--- src/rtl/f1_pkg.sv ---
// Shared types and constants for the race-start sequencer.
package f1_pkg;

  typedef enum logic [2:0] {
    IDLE,
    LIGHT_UP,
    HOLD,
    MEASURE,
    DONE,
    SYNC
  } state_t;

  localparam logic [7:0] LIGHTS_FULL = 8'hFF;
  localparam logic [7:0] LIGHTS_OFF  = 8'h00;

  localparam int LFSR_W      = 7;
  localparam int LFSR_TAP_HI = 6;
  localparam int LFSR_TAP_LO = 2;

  // x^7 + x^3 + 1: maximal length, so a non-zero seed never reaches zero.
  function automatic logic [LFSR_W-1:0] lfsr_next(input logic [LFSR_W-1:0] s);
    return {s[LFSR_W-2:0], s[LFSR_TAP_HI] ^ s[LFSR_TAP_LO]};
  endfunction

endpackage

--- src/rtl/f1_tick_gen.sv ---
// Light-step pacing: counts 0..TICK_CYCLES-1, tick pulses on the terminal count.
// clr restarts the count; tick is suppressed while clr is high.
module f1_tick_gen #(
  parameter int TICK_CYCLES = 24
) (
  input  logic clk,
  input  logic rst,
  input  logic clr,
  output logic tick
);

  localparam int CW = (TICK_CYCLES > 2) ? $clog2(TICK_CYCLES) : 1;
  localparam logic [CW-1:0] LAST = CW'(TICK_CYCLES - 1);

  logic [CW-1:0] cnt_q;

  always_ff @(posedge clk or posedge rst) begin
    if (rst) begin
      cnt_q <= '0;
    end else if (clr || (cnt_q == LAST)) begin
      cnt_q <= '0;
    end else begin
      cnt_q <= cnt_q + 1'b1;
    end
  end

  assign tick = ~clr & (cnt_q == LAST);

endmodule

--- src/rtl/f1_start_ctrl.sv ---
// Race-start sequencer: paces the light FSM on, holds for a random number of ticks,
// switches lights out and measures reaction time; early presses flag a jump start.
module f1_start_ctrl
  import f1_pkg::*;
#(
  parameter int              TICK_CYCLES = 24,
  parameter logic [LFSR_W-1:0] LFSR_SEED = 7'h01,
  parameter int              RT_WIDTH    = 16
) (
  input  logic                clk,
  input  logic                rst,
  input  logic                start,
  input  logic                btn,
  input  logic [7:0]          fsm_lights,
  output logic                fsm_en,
  output logic                result_valid,
  output logic [RT_WIDTH-1:0] react_time,
  output logic                jump_start,
  output logic                busy
);

  state_t              state_q;
  logic                start_q, btn_q, clr_q;
  logic [LFSR_W-1:0]   lfsr_q, delay_q;
  logic [RT_WIDTH-1:0] cnt_q, react_q;
  logic                rv_q, js_q;
  logic                tick, start_e, btn_e, lights_full, lights_off;

  assign start_e     = start & ~start_q;
  assign btn_e       = btn & ~btn_q;
  assign lights_full = (fsm_lights == LIGHTS_FULL);
  assign lights_off  = (fsm_lights == LIGHTS_OFF);

  // clr_q is high for the first LIGHT_UP cycle, so the first step lands TICK_CYCLES later.
  f1_tick_gen #(.TICK_CYCLES(TICK_CYCLES)) u_tick (
    .clk  (clk),
    .rst  (rst),
    .clr  (clr_q),
    .tick (tick)
  );

  // A press always wins over a coincident step, so no light moves on a jump.
  always_comb begin
    fsm_en = 1'b0;
    case (state_q)
      LIGHT_UP: fsm_en = tick & ~btn_e & ~lights_full;
      HOLD:     fsm_en = tick & ~btn_e & (delay_q == LFSR_W'(1));
      SYNC:     fsm_en = ~lights_off;
      default:  fsm_en = 1'b0;
    endcase
  end

  always_ff @(posedge clk or posedge rst) begin
    if (rst) begin
      state_q <= IDLE;
      start_q <= 1'b0;
      btn_q   <= 1'b0;
      clr_q   <= 1'b0;
      lfsr_q  <= LFSR_SEED;
      delay_q <= '0;
      cnt_q   <= '0;
      react_q <= '0;
      rv_q    <= 1'b0;
      js_q    <= 1'b0;
    end else begin
      start_q <= start;
      btn_q   <= btn;
      lfsr_q  <= lfsr_next(lfsr_q);
      clr_q   <= 1'b0;
      case (state_q)
        IDLE, DONE: begin
          if (start_e) begin
            rv_q <= 1'b0;
            js_q <= 1'b0;
            if (lights_off) begin
              state_q <= LIGHT_UP;
              clr_q   <= 1'b1;
            end else begin
              state_q <= SYNC;
            end
          end
        end
        LIGHT_UP: begin
          if (btn_e) begin
            js_q    <= 1'b1;
            state_q <= SYNC;
          end else if (lights_full) begin
            delay_q <= lfsr_q;
            state_q <= HOLD;
          end
        end
        HOLD: begin
          if (btn_e) begin
            js_q    <= 1'b1;
            state_q <= SYNC;
          end else if (tick) begin
            if (delay_q == LFSR_W'(1)) begin
              // Counting the lights-out cycle as 1 makes a press k cycles later read k.
              cnt_q   <= RT_WIDTH'(1);
              state_q <= MEASURE;
            end else begin
              delay_q <= delay_q - LFSR_W'(1);
            end
          end
        end
        MEASURE: begin
          if (btn_e) begin
            react_q <= cnt_q;
            rv_q    <= 1'b1;
            state_q <= DONE;
          end else if (cnt_q != {RT_WIDTH{1'b1}}) begin
            cnt_q <= cnt_q + 1'b1;
          end
        end
        SYNC: begin
          if (lights_off) state_q <= IDLE;
        end
        default: state_q <= IDLE;
      endcase
    end
  end

  assign result_valid = rv_q;
  assign react_time   = react_q;
  assign jump_start   = js_q;
  assign busy         = (state_q != IDLE) && (state_q != DONE);

endmodule

--- config.mk ---
export PLATFORM = sky130hd
export DESIGN_NAME = f1_start_ctrl
export DESIGN_NICKNAME = d
export VERILOG_FILES = /design/src/rtl/f1_pkg.sv /design/src/rtl/f1_tick_gen.sv /design/src/rtl/f1_start_ctrl.sv
export SDC_FILE = /design/constraint.sdc
export NUM_CORES = 1
export LEC_CHECK = 0
export BUFFER_PORTS_ARGS = -buffer_cell sky130_fd_sc_hd__buf_2
export CORE_AREA = 2 2 112 114
export CTS_BUF_LIST = sky130_fd_sc_hd__clkbuf_2 sky130_fd_sc_hd__clkbuf_4 sky130_fd_sc_hd__clkbuf_8
export DETAILED_ROUTE_END_ITERATION = 16
export DIE_AREA = 0 0 114 116
export SKIP_LAST_GASP = 1
export SLEW_MARGIN = 20
export SYNTH_ARGS = -nofsm -noshare
export SYNTH_HDL_FRONTEND = slang
export SYNTH_HIERARCHICAL = 1
export SYNTH_SLANG_ARGS = --single-unit
--- constraint.sdc ---
create_clock -name clk -period 5.8 [get_ports clk]
set_input_delay 1.16 -clock clk [delete_from_list [all_inputs] [get_ports clk]]
set_output_delay 1.16 -clock clk [all_outputs]
set_load 0.05 [all_outputs]
# Yosys cells after proc, flatten, opt, wreduce, memory -nomap -nowiden
# Index checks and enable logic that the tools add are counted.
[classes] addsub=3 eq_ne=25 mux=31 bitwise=13 reduce_logical=17
[ops] operator="2-to-1 mux 16 bit" count=5
[ops] operator="2-to-1 mux 7 bit" count=5
[ops] operator="one-hot mux 16 bit (2 select lines)" count=1
[ops] operator="2-to-1 mux 3 bit" count=9
[ops] operator="inequality test 2 bit, second input constant" count=11
[ops] operator="AND reduction 6 bit" count=3
[ops] operator="adder 16 x 1 -> 16 bit, second input constant" count=1
[ops] operator="inequality test 16 bit, second input constant" count=1
[ops] operator="one-hot mux 3 bit (5 select lines)" count=1
[ops] operator="one-hot mux 7 bit (2 select lines)" count=1
[ops] operator="inequality test 3 bit, second input constant" count=4
[ops] operator="equality test 8 bit, second input constant" count=1
[ops] operator="logical NOT 8 bit" count=1
[ops] operator="nonzero test 2 bit" count=4
[ops] operator="equality test 7 x 1 -> 1 bit, second input constant" count=1
[ops] operator="subtractor 7 x 1 -> 7 bit, second input constant" count=1
[ops] operator="bitwise AND 1 bit" count=6
[ops] operator="equality test 3 x 2 -> 1 bit, second input constant" count=2
[ops] operator="equality test 3 bit, second input constant" count=2
[ops] operator="NOT 1 bit" count=6
[ops] operator="AND reduction 3 bit" count=2
[ops] operator="adder 5 x 1 -> 5 bit, second input constant" count=1
[ops] operator="equality test 5 bit, second input constant" count=1
[ops] operator="2-to-1 mux 1 bit" count=5
[ops] operator="12 further kinds" count=14
[totals] regBits=59 inputBits=12 out_inout_bits=20 elab_cells=100

# Longest topological paths before layout
# Gate-level depths: netlist (run 1).
[depth] ltp_word=6 mapped_depth=9 ltp_nobuf=8

# Cells and area by module
# The synthesis (run 1) kept the hierarchy.
[modules_own_cells] module="f1_start_ctrl" n_inst=1 cells_per_inst=256 area_each_um2=2678.8 seq_area_each_um2=1352.5
[modules_own_cells] module="f1_tick_gen" n_inst=1 cells_per_inst=20 area_each_um2=245.2 seq_area_each_um2=125.1

# Least setup slack after synthesis (run 1)
# No wires, ideal clock.
[synth_timing] path_kind="in2out" startpoint="input btn" endpoint="output fsm_en" arrival_ps=2173 required_time_ps=4640 slack_ps=2467 stages=4 path_buffers=0 cell_sequence="nor2b_1 > or3_1 > o21ai_0 > a31o_2"
[synth_via] elab_chain_len=5 elab_cells_between_ends=6 cone_classes="1 x mux; 5 x bitwise"
[synth_rtl] item="start: declaration" line="f1_start_ctrl.sv:13" text="input logic btn,"
[synth_rtl] item="bitwise AND 1 bit *" line="f1_start_ctrl.sv:30" text="assign btn_e = btn & ~btn_q;"
[synth_rtl] item="NOT 1 bit *" line="f1_start_ctrl.sv:46, f1_start_ctrl.sv:47"
[synth_rtl] item="bitwise AND 1 bit *" line="f1_start_ctrl.sv:46, f1_start_ctrl.sv:47"
[synth_rtl] item="bitwise AND 1 bit, on equally long branches" line="f1_start_ctrl.sv:47, f1_start_ctrl.sv:46"
[synth_rtl] item="one-hot mux 1 bit (3 select lines) *" line="f1_start_ctrl.sv:45" text="case (state_q)"
[synth_rtl] item="end: declaration" line="f1_start_ctrl.sv:15" text="output logic fsm_en,"
# Every way passes the cells marked *; elsewhere a longest branch is shown, timed or not.

# Final worst setup path (run 1)
# Ends and elaborated chain as after synthesis.

==> results.cfg, run 1 <==
[hold_path]
whs_endpoint = lfsr_q[6]
hold_path.class = flip-flop to flip-flop
min_path_cells = 0
min_from = lfsr_q[5]

[placed_design]
gp_congestion = 0.793
place_hpwl_um = 4480
dpl_cell_area_um2 = 3220
port_buffers = 31
pre_cts_ws_ps = 2190

[yosys]
synth_xor_xnor_area_share_pct = 0.899
synth-compound-area-share_pct = 16.9
ys_warn_count = 6
synth-simple-area-share_pct = 18.3
ys_async_sr_fraction_pct = 100
avgSynthCellArea_um2 = 10.6
synth_top_family_by_area = simple AND/OR/NAND/NOR gates
syn_nets = 292
synth_top_flop_cell = dfrtp_1
muxShareOfSynthArea_pct = 7.96
synth_area_um2 = 2920
ys_ff_latch = 59
synthAdderAreaFrac_pct = 2.05
ys_seq_area_share_pct = 50.5
synth_cells = 276
synth_cell_types = 59
synth_edf_count = 0

[cts]
holdBufCountCts = 0
cts_tree = yes
cts-root-buf = clkbuf_8
cts-resized-gates = 0
cts_buffers = 9
clkSlewWorstSetupHoldPaths_ps = 60
clockBufferDepth = 2
clk_latency_ps = 340
htree_levels = 3
cts.sinks = 59
cts_setup_buffers = 0

[sta]
fin_crit_sh_pct = 62.2
min_period_ps = 3610
tightest_slew_ps = 642
rsz0062_at_grt = no
tns_ps = 0
setup_viol = 0
maxSlewViolCount = 0
slew_headroom_pct = 57.0
fmax_mhz = 277
skew_ps = 8.42
whs_ps = 380
fin_ws_ps = 2190
hold_violations = 0

[floorplan]
die_y_um = 116
fp.dieW_um = 114
start_util_pct = 24.5
core_um2 = 11900
die-area_um2 = 13200
rows = 40
ios = 32

[power_and_ir_drop]
power.total_mw = 1.32
power.density_nw_per_um2 = 385
combPwrFrac_pct = 26.8
power_frac_clock_pct = 30.6
seqPwrFrac_pct = 42.6
switching_share_pct = 35.1
ir_worst_vdd_uv = 117
p_leak_nw = 1.58
p_switching_mw = 0.464
p_int_mw = 0.858

[critical_path]
start_kind = primary input
cp_slowest_cell = or3_1
reg2reg_from = u_tick/cnt_q[0]
end_kind = output pin
cp_cell_sequence = buf_2 -> nor2b_1 -> or3_1 -> o21ai_0 -> a31o_2 -> buf_2
arrival_ps = 2450
cp_max_fo = 4
path_class = primary input to output pin
cp.required_ps = 4640
reg2reg_to = state_q[1]
critPathMostFrequentCell = buf_2
r2r_slack_ps = 3200
slowest_delay_ps = 390
reg2reg_depth = 8

[finish]
antenna_cells = 0
drive_above_1_share_pct = 26.2
multi_input_area_um2 = 1350
layout_common_cells = dfrtp_1, buf_2, nand2_1, nor2_1, a21oi_1
syn_to_final_growth_pct = 17.3
num-fill-cells = 1243
final_area_um2 = 3430
seqCellArea_um2 = 1480
final_nets = 324
final_common_cell = dfrtp_1

[route]
wl_per_cell_um = 13.9
viasPerCell = 4.78
drcViolationCount = 0
drt_pass1_iterations = 4
wirelength_um = 6390
drtIter0Drc = 182
postRouteAntennaNets = 0
vias = 2198

[job]
cap_violations = 0

[grt]
grtUsageTotal_pct = 10.5
grt_max_degree = 40
overflow = 0
grt_pass1_vias = 2197
grt_pass1_wl_um = 10700
antenna_found_initial = 0

[run_status]
status = finished, final reports clean
==> final cells by class <==
class / instances / area share, %
Inverter: 11 / 1.20
Tap cell: 147 / 5.36
Clock inverter: 6 / 2.33
Clock buffer: 10 / 3.83
Sequential cell: 59 / 43.1
Multi-Input combinational cell: 194 / 39.2
Timing Repair Buffer: 33 / 4.96
==> power by group through the flow <==
stage | Clock, mW | Combinational, mW | Sequential (mW)
after CTS | 0.420 | 0.360 | 0.563
final | 0.404 | 0.355 | 0.563
after floorplan | 0 | 0.271 | 0.576
after global routing | 0.437 | 0.392 | 0.580
after detailed placement | 0 | 0.358 | 0.569
after global placement | 0 | 0.351 | 0.568
==> per-stage QoR <==
step | std cells | util (%)
6_report | 460 | 28.8
5_1_grt | 460 | 28.8
4_1_cts | 460 | 28.8
2_1_floorplan | 276 | -
3_5_place_dp | 444 | 27.0
3_3_place_gp | 444 | 27.0
==> state kept, by name, indices dropped and copies added, names as in the netlist, 3 cells and up <==
| register | flops |
|---|---|
| cnt_q | 16 |
| state_q | 3 |
| lfsr_q | 7 |
| u_tick/cnt_q | 5 |
| delay_q | 7 |
| react_time | 16 |
==> Yosys cell counts, types with 2 or more instances <==
| library cell | count | area (um^2) |
|---|---|---|
| buf_2 | 5 | 25.0 |
| nand3_1 | 5 | 25.0 |
| nor4_1 | 3 | 18.8 |
| dfrtp_1 | 58 | 1450 |
| a31oi_1 | 10 | 62.6 |
| a41oi_1 | 4 | 35.0 |
| o22a_1 | 3 | 26.3 |
| o31ai_1 | 2 | 15.0 |
| mux2_1 | 2 | 22.5 |
| mux2_2 | 16 | 180 |
| o22ai_2 | 2 | 25.0 |
| inv_1 | 11 | 41.3 |
| nor3b_1 | 2 | 15.0 |
| a211oi_1 | 2 | 15.0 |
| ha_1 | 4 | 50.1 |
| a31o_2 | 2 | 17.5 |
| or3_1 | 5 | 31.3 |
| or3b_2 | 2 | 17.5 |
| a21oi_1 | 17 | 85.1 |
| nor3_1 | 7 | 35.0 |
| o211a_1 | 2 | 20.0 |
| nor2b_1 | 4 | 25.0 |
| nand2b_1 | 2 | 12.5 |
| clkbuf_1 | 6 | 22.5 |
| and3_1 | 4 | 25.0 |
| nor2_1 | 20 | 75.1 |
| nand2_1 | 24 | 90.1 |
| and4_1 | 3 | 26.3 |
| xnor2_1 | 2 | 17.5 |
| nand4_1 | 4 | 25.0 |
| mux2i_1 | 3 | 30.0 |
| o21ai_1 | 3 | 15.0 |
| o21a_1 | 4 | 30.0 |
| o21ai_0 | 8 | 40.0 |
==> how the worst max path moves through the flow <==
stage	startpoint	end	slack [ps]
after floorplan	btn	fsm_en	2470
after global placement	btn	fsm_en	2230
after detailed placement	btn	fsm_en	2190
after CTS	btn	fsm_en	2190
after global routing	btn	fsm_en	2110
final	btn	fsm_en	2190
==> metal layers <==
layer	wire, um	global-route usage [%]	vias up
met1	3080	13.1	1065
met3	353	4.76	5
met5	0	0	-
met2	2910	16.5	43
met4	51	2.60	0
li1	-	-	1085
==> logic make-up (layout without fill, tap and decap cells) <==
group	count (synthesis)	count (layout)
fa+ha+maj	5	5
compound gates	69	69
buf+inv	23	60
mux	21	21
flops	59	59
simple gates	96	96
xor+xnor	3	3
==> worst max-delay path: cells and delay by family <==
family                 cells  cell delay, ps
AND/OR/NAND/NOR            2             550
buffers and inverters      2             360
AO/OA/AOI/OAI              2             380
(Power assumes the default switching activity.)
==> run 2: changes to the inputs <==
- clock period: 5.8 -> 3.6 ns (I/O delays scaled with it)
==> run 2 against run 1 <==
Core utilization hardly changed. Cell count is 0.22% lower. Sequential share of layout area is 0.063 points lower. Largest power group unchanged.
==> results.cfg, run 2 (synthesis gave the netlist of run 1 again) <==
[cts]
holdBufCountCts = 0
cts-root-buf = clkbuf_8
cts-resized-gates = 0
clk_latency_ps = 330
cts_setup_buffers = 0
clkSlewWorstSetupHoldPaths_ps = 70
cts_tree = yes
htree_levels = 3
cts.sinks = 59
clockBufferDepth = 2
cts_buffers = 9

[sta]
rsz0062_at_grt = no
slew_headroom_pct = 57.7
fmax_mhz = 342
fin_crit_sh_pct = 81.1
whs_ps = 286
tns_ps = 0
maxSlewViolCount = 0
hold_violations = 0
skew_ps = 7.54
tightest_slew_ps = 631
min_period_ps = 2920
setup_viol = 0

[route]
drcViolationCount = 0
postRouteAntennaNets = 0
wl_per_cell_um = 14.3
vias = 2249
viasPerCell = 4.90
drtIter0Drc = 125
drt_pass1_iterations = 4
wirelength_um = 6550

[critical_path]
path_class = flip-flop to output pin
slowest_delay_ps = 550
reg2reg_depth = 8
r2r_slack_ps = 1030
cp_top_family = simple AND/OR/NAND/NOR gates
arrival_ps = 2200
reg2reg_from = u_tick/cnt_q[0]
path_buf_inv = 1
cp.required_ps = 2880
end_kind = output pin
cp_cell_sequence = or3_1 -> or4b_4 -> nand2_1 -> a31o_2 -> buf_2
reg2reg_to = state_q[1]
cp_max_fo = 5
start_kind = flip-flop
cp_slowest_cell = or4b_4

[grt]
grt_use_met3_pct = 3.92
grt_util_met2_pct = 16.9
grt_pass1_vias = 2253
grt_pass1_wl_um = 11100
busiest_layer = met2
overflow = 0
grtUsageTotal_pct = 10.7
antenna_found_initial = 0
grtUsageMet1_pct = 13.9
grt_max_degree = 32

[job]
cap_violations = 0

[floorplan]
ios = 32
fp.dieW_um = 114
start_util_pct = 24.5
die-area_um2 = 13200
core_um2 = 11900
die_y_um = 116
rows = 40

[finish]
final_nets = 324
drive_above_1_share_pct = 26.0
antenna_cells = 0
layout_common_cells = dfrtp_1, buf_2, nand2_1, nor2_1, a21oi_1
final_common_cell = dfrtp_1
syn_to_final_growth_pct = 17.5
finish.utilization_pct = 28.8

[hold_path]
hold_path.class = primary input to async pin

[power_and_ir_drop]
power.density_nw_per_um2 = 621
ir_worst_vdd_uv = 151
p_leak_nw = 1.58

[placed_design]
place_hpwl_um = 4610
gp_congestion = 0.793
port_buffers = 31

[run_status]
status = finished, final reports clean
==> run 2: metal layers <==
layer / vias up / share of wire, % / wire, um
met1: 1118 / 48 / 3130
li1: 1083 / - / -
met5: - / 0 / 0
met4: 0 / 0.35 / 23
met3: 2 / 4.7 / 305
met2: 46 / 47 / 3090
==> run 2: final cells by class <==
type	instances	area [um^2]
timing repair buffer	33	170
inverter	11	41.3
clock inverter	1	30.0
tap	147	184
multi-input combinational	194	1350
sequential	59	1480
clock buffer	14	186
fill	1249	8480
==> run 2: metrics by stage <==
stage	std cells	area [um^2]	total power, mW	setup WS (ps)
CTS	459	3440	2.16	656
global placement	444	3220	1.48	893
floorplan	276	2920	1.36	1150
global route	459	3440	2.27	541
finish	459	3440	2.14	680
detailed placement	444	3220	1.50	877
==> run 2: worst max-delay path by stage <==
stage                     slack (ps)        from  depth (start not counted)     end
after floorplan                 1150         btn                          4  fsm_en
after global placement           890         btn                          6  fsm_en
after detailed placement         880         btn                          6  fsm_en
after CTS                        660  delay_q[3]                          5  fsm_en
after global routing             540  state_q[1]                          5  fsm_en
final                            680  delay_q[3]                          5  fsm_en
==> run 2: where the power goes <==
part	total [mW]	switching, mW	internal [mW]
registers	0.910	0.140	0.770
clock network	0.649	0.250	0.400
logic	0.576	0.354	0.221
total	2.14	0.744	1.39
==> run 3: changes to the inputs <==
- clock period: 3.6 -> 2.9 ns (I/O delays scaled with it)
==> run 3 against run 2 <==
Worst setup slack lost 540 ps. Sequential share of layout area shrank 0.14 points. Clock skew grew 1.8 ps. Register-to-register slack got worse by 670 ps. Via count hardly changed. Design area increased by 0.33%. Wire length is 0.76% lower. Sequential cell count did not move. Cell count grew 0.65%. Die area unchanged. Combinational power is 25% higher. Critical path depth unchanged. Largest cell class unchanged.
==> results.cfg, run 3 (synthesis gave the netlist of run 1 again) <==
[grt]
grt_max_degree = 55
grt_pass1_vias = 2188
overflow = 0
grtUsageTotal_pct = 10.7
antenna_found_initial = 0
grt_pass1_wl_um = 11000

[sta]
min_period_ps = 2760
setup_viol = 0
whs_ps = 151
skew_ps = 9.32
fmax_mhz = 362
fin_crit_sh_pct = 95.2
rsz0062_at_grt = no
maxSlewViolCount = 0
hold_violations = 0
tns_ps = 0
slew_headroom_pct = 53.4
tightest_slew_ps = 699
fin_ws_ps = 140

[hold_path]
hold_path.class = primary input to async pin

[placed_design]
pre_cts_ws_ps = 395
port_buffers = 31
gp_congestion = 0.825
place_hpwl_um = 4610

[critical_path]
arrival_ps = 2180
cp_max_fo = 5
path_buf_inv = 1
reg2reg_from = u_tick/cnt_q[0]
worstSetupStartpoint = delay_q[3]
start_kind = flip-flop
cp_top_family = simple AND/OR/NAND/NOR gates
path_class = flip-flop to output pin
slowest_delay_ps = 540
cp_num_cells = 5
reg2reg_depth = 8
cp.required_ps = 2320
r2r_slack_ps = 360
end_kind = output pin
cp_cell_sequence = or3_1 -> or4b_4 -> nand2_1 -> a31o_2 -> buf_2
cp_slowest_cell = or4b_4

[power_and_ir_drop]
p_leak_nw = 1.59
p_switching_mw = 0.939
seqPwrFrac_pct = 42.9
p_int_mw = 1.70
switching_share_pct = 35.6
power_frac_clock_pct = 29.9
ir_worst_vdd_uv = 297
combPwrFrac_pct = 27.2
power.density_nw_per_um2 = 765

[cts]
cts-resized-gates = 0
cts_setup_buffers = 0
clockBufferDepth = 2
cts_buffers = 9
holdBufCountCts = 0
clkSlewWorstSetupHoldPaths_ps = 60
cts.sinks = 59
cts_tree = yes
htree_levels = 3
clk_latency_ps = 350
cts-root-buf = clkbuf_8

[route]
wirelength_um = 6500
viasPerCell = 4.87
vias = 2248
drt_pass1_iterations = 4
drtIter0Drc = 93
drcViolationCount = 0
wl_per_cell_um = 14.1
postRouteAntennaNets = 0

[finish]
drive_above_1_share_pct = 26.7
seqCellArea_um2 = 1480
antenna_cells = 0
multi_input_area_um2 = 1350
final_nets = 326
num-fill-cells = 1260
layout_common_cells = dfrtp_1, buf_2, nand2_1, nor2_1, a21oi_1
final_common_cell = dfrtp_1
syn_to_final_growth_pct = 17.9

[job]
cap_violations = 0

[floorplan]
rows = 40
die_y_um = 116
die-area_um2 = 13200
core_um2 = 11900
ios = 32
start_util_pct = 24.5
fp.dieW_um = 114

[run_status]
status = finished, final reports clean
run 3: worst paths after layout:
check | endpoint
worst max-delay path | fsm_en
max in group asynchronous | delay_q[6]
worst min-delay path | u_tick/cnt_q[3]
worst max register to register | state_q[1]
min in group clk | start_q
worst min register to register | lfsr_q[2]
run 3: per-stage QoR:
step	utilization [%]	cell area [um^2]	instances	power, mW
after detailed placement	27.2	3230	446	1.87
after global placement	27.2	3230	446	1.85
after global routing	28.9	3450	462	2.80
after CTS	28.9	3450	462	2.67
after floorplan	-	2920	276	1.69
final	28.9	3450	462	2.64
run 3: routing by layer:
metal | global-route usage (%) | up-vias | wire (um)
met2 | 16.5 | 42 | 2980
met1 | 13.9 | 1110 | 3190
met3 | 4.13 | 8 | 268
met4 | 2.93 | 0 | 58
met5 | 0 | - | 0
li1 | - | 1088 | -
run 3: power by group through the flow:
| stage | logic (mW) | clock network, mW | registers [mW] |
|---|---|---|---|
| 2_1_floorplan | 0.542 | 0 | 1.15 |
| 3_3_place_gp | 0.712 | 0 | 1.13 |
| 3_5_place_dp | 0.723 | 0 | 1.15 |
| 4_1_cts | 0.730 | 0.812 | 1.13 |
| 5_1_grt | 0.785 | 0.852 | 1.16 |
| 6_report | 0.718 | 0.788 | 1.13 |
run 3: final cells by class:
type,count,area share [%]
multi-input cells,194,39.1
repair buffers,35,5.37
clock buffers,12,4.79
well taps,147,5.34
flip-flops and latches,59,42.9
inverters,11,1.20
clock inverters,4,1.38
run 3: worst register-to-register path: stages, from the launching register on:
cell and delay (ps):
dfrtp_1 380, ha_1 250, and4b_4 280, nor2b_1 310, nand4bb_1 140, nor2_1 180
o221ai_1 150, or3_1 400, mux2_1 330
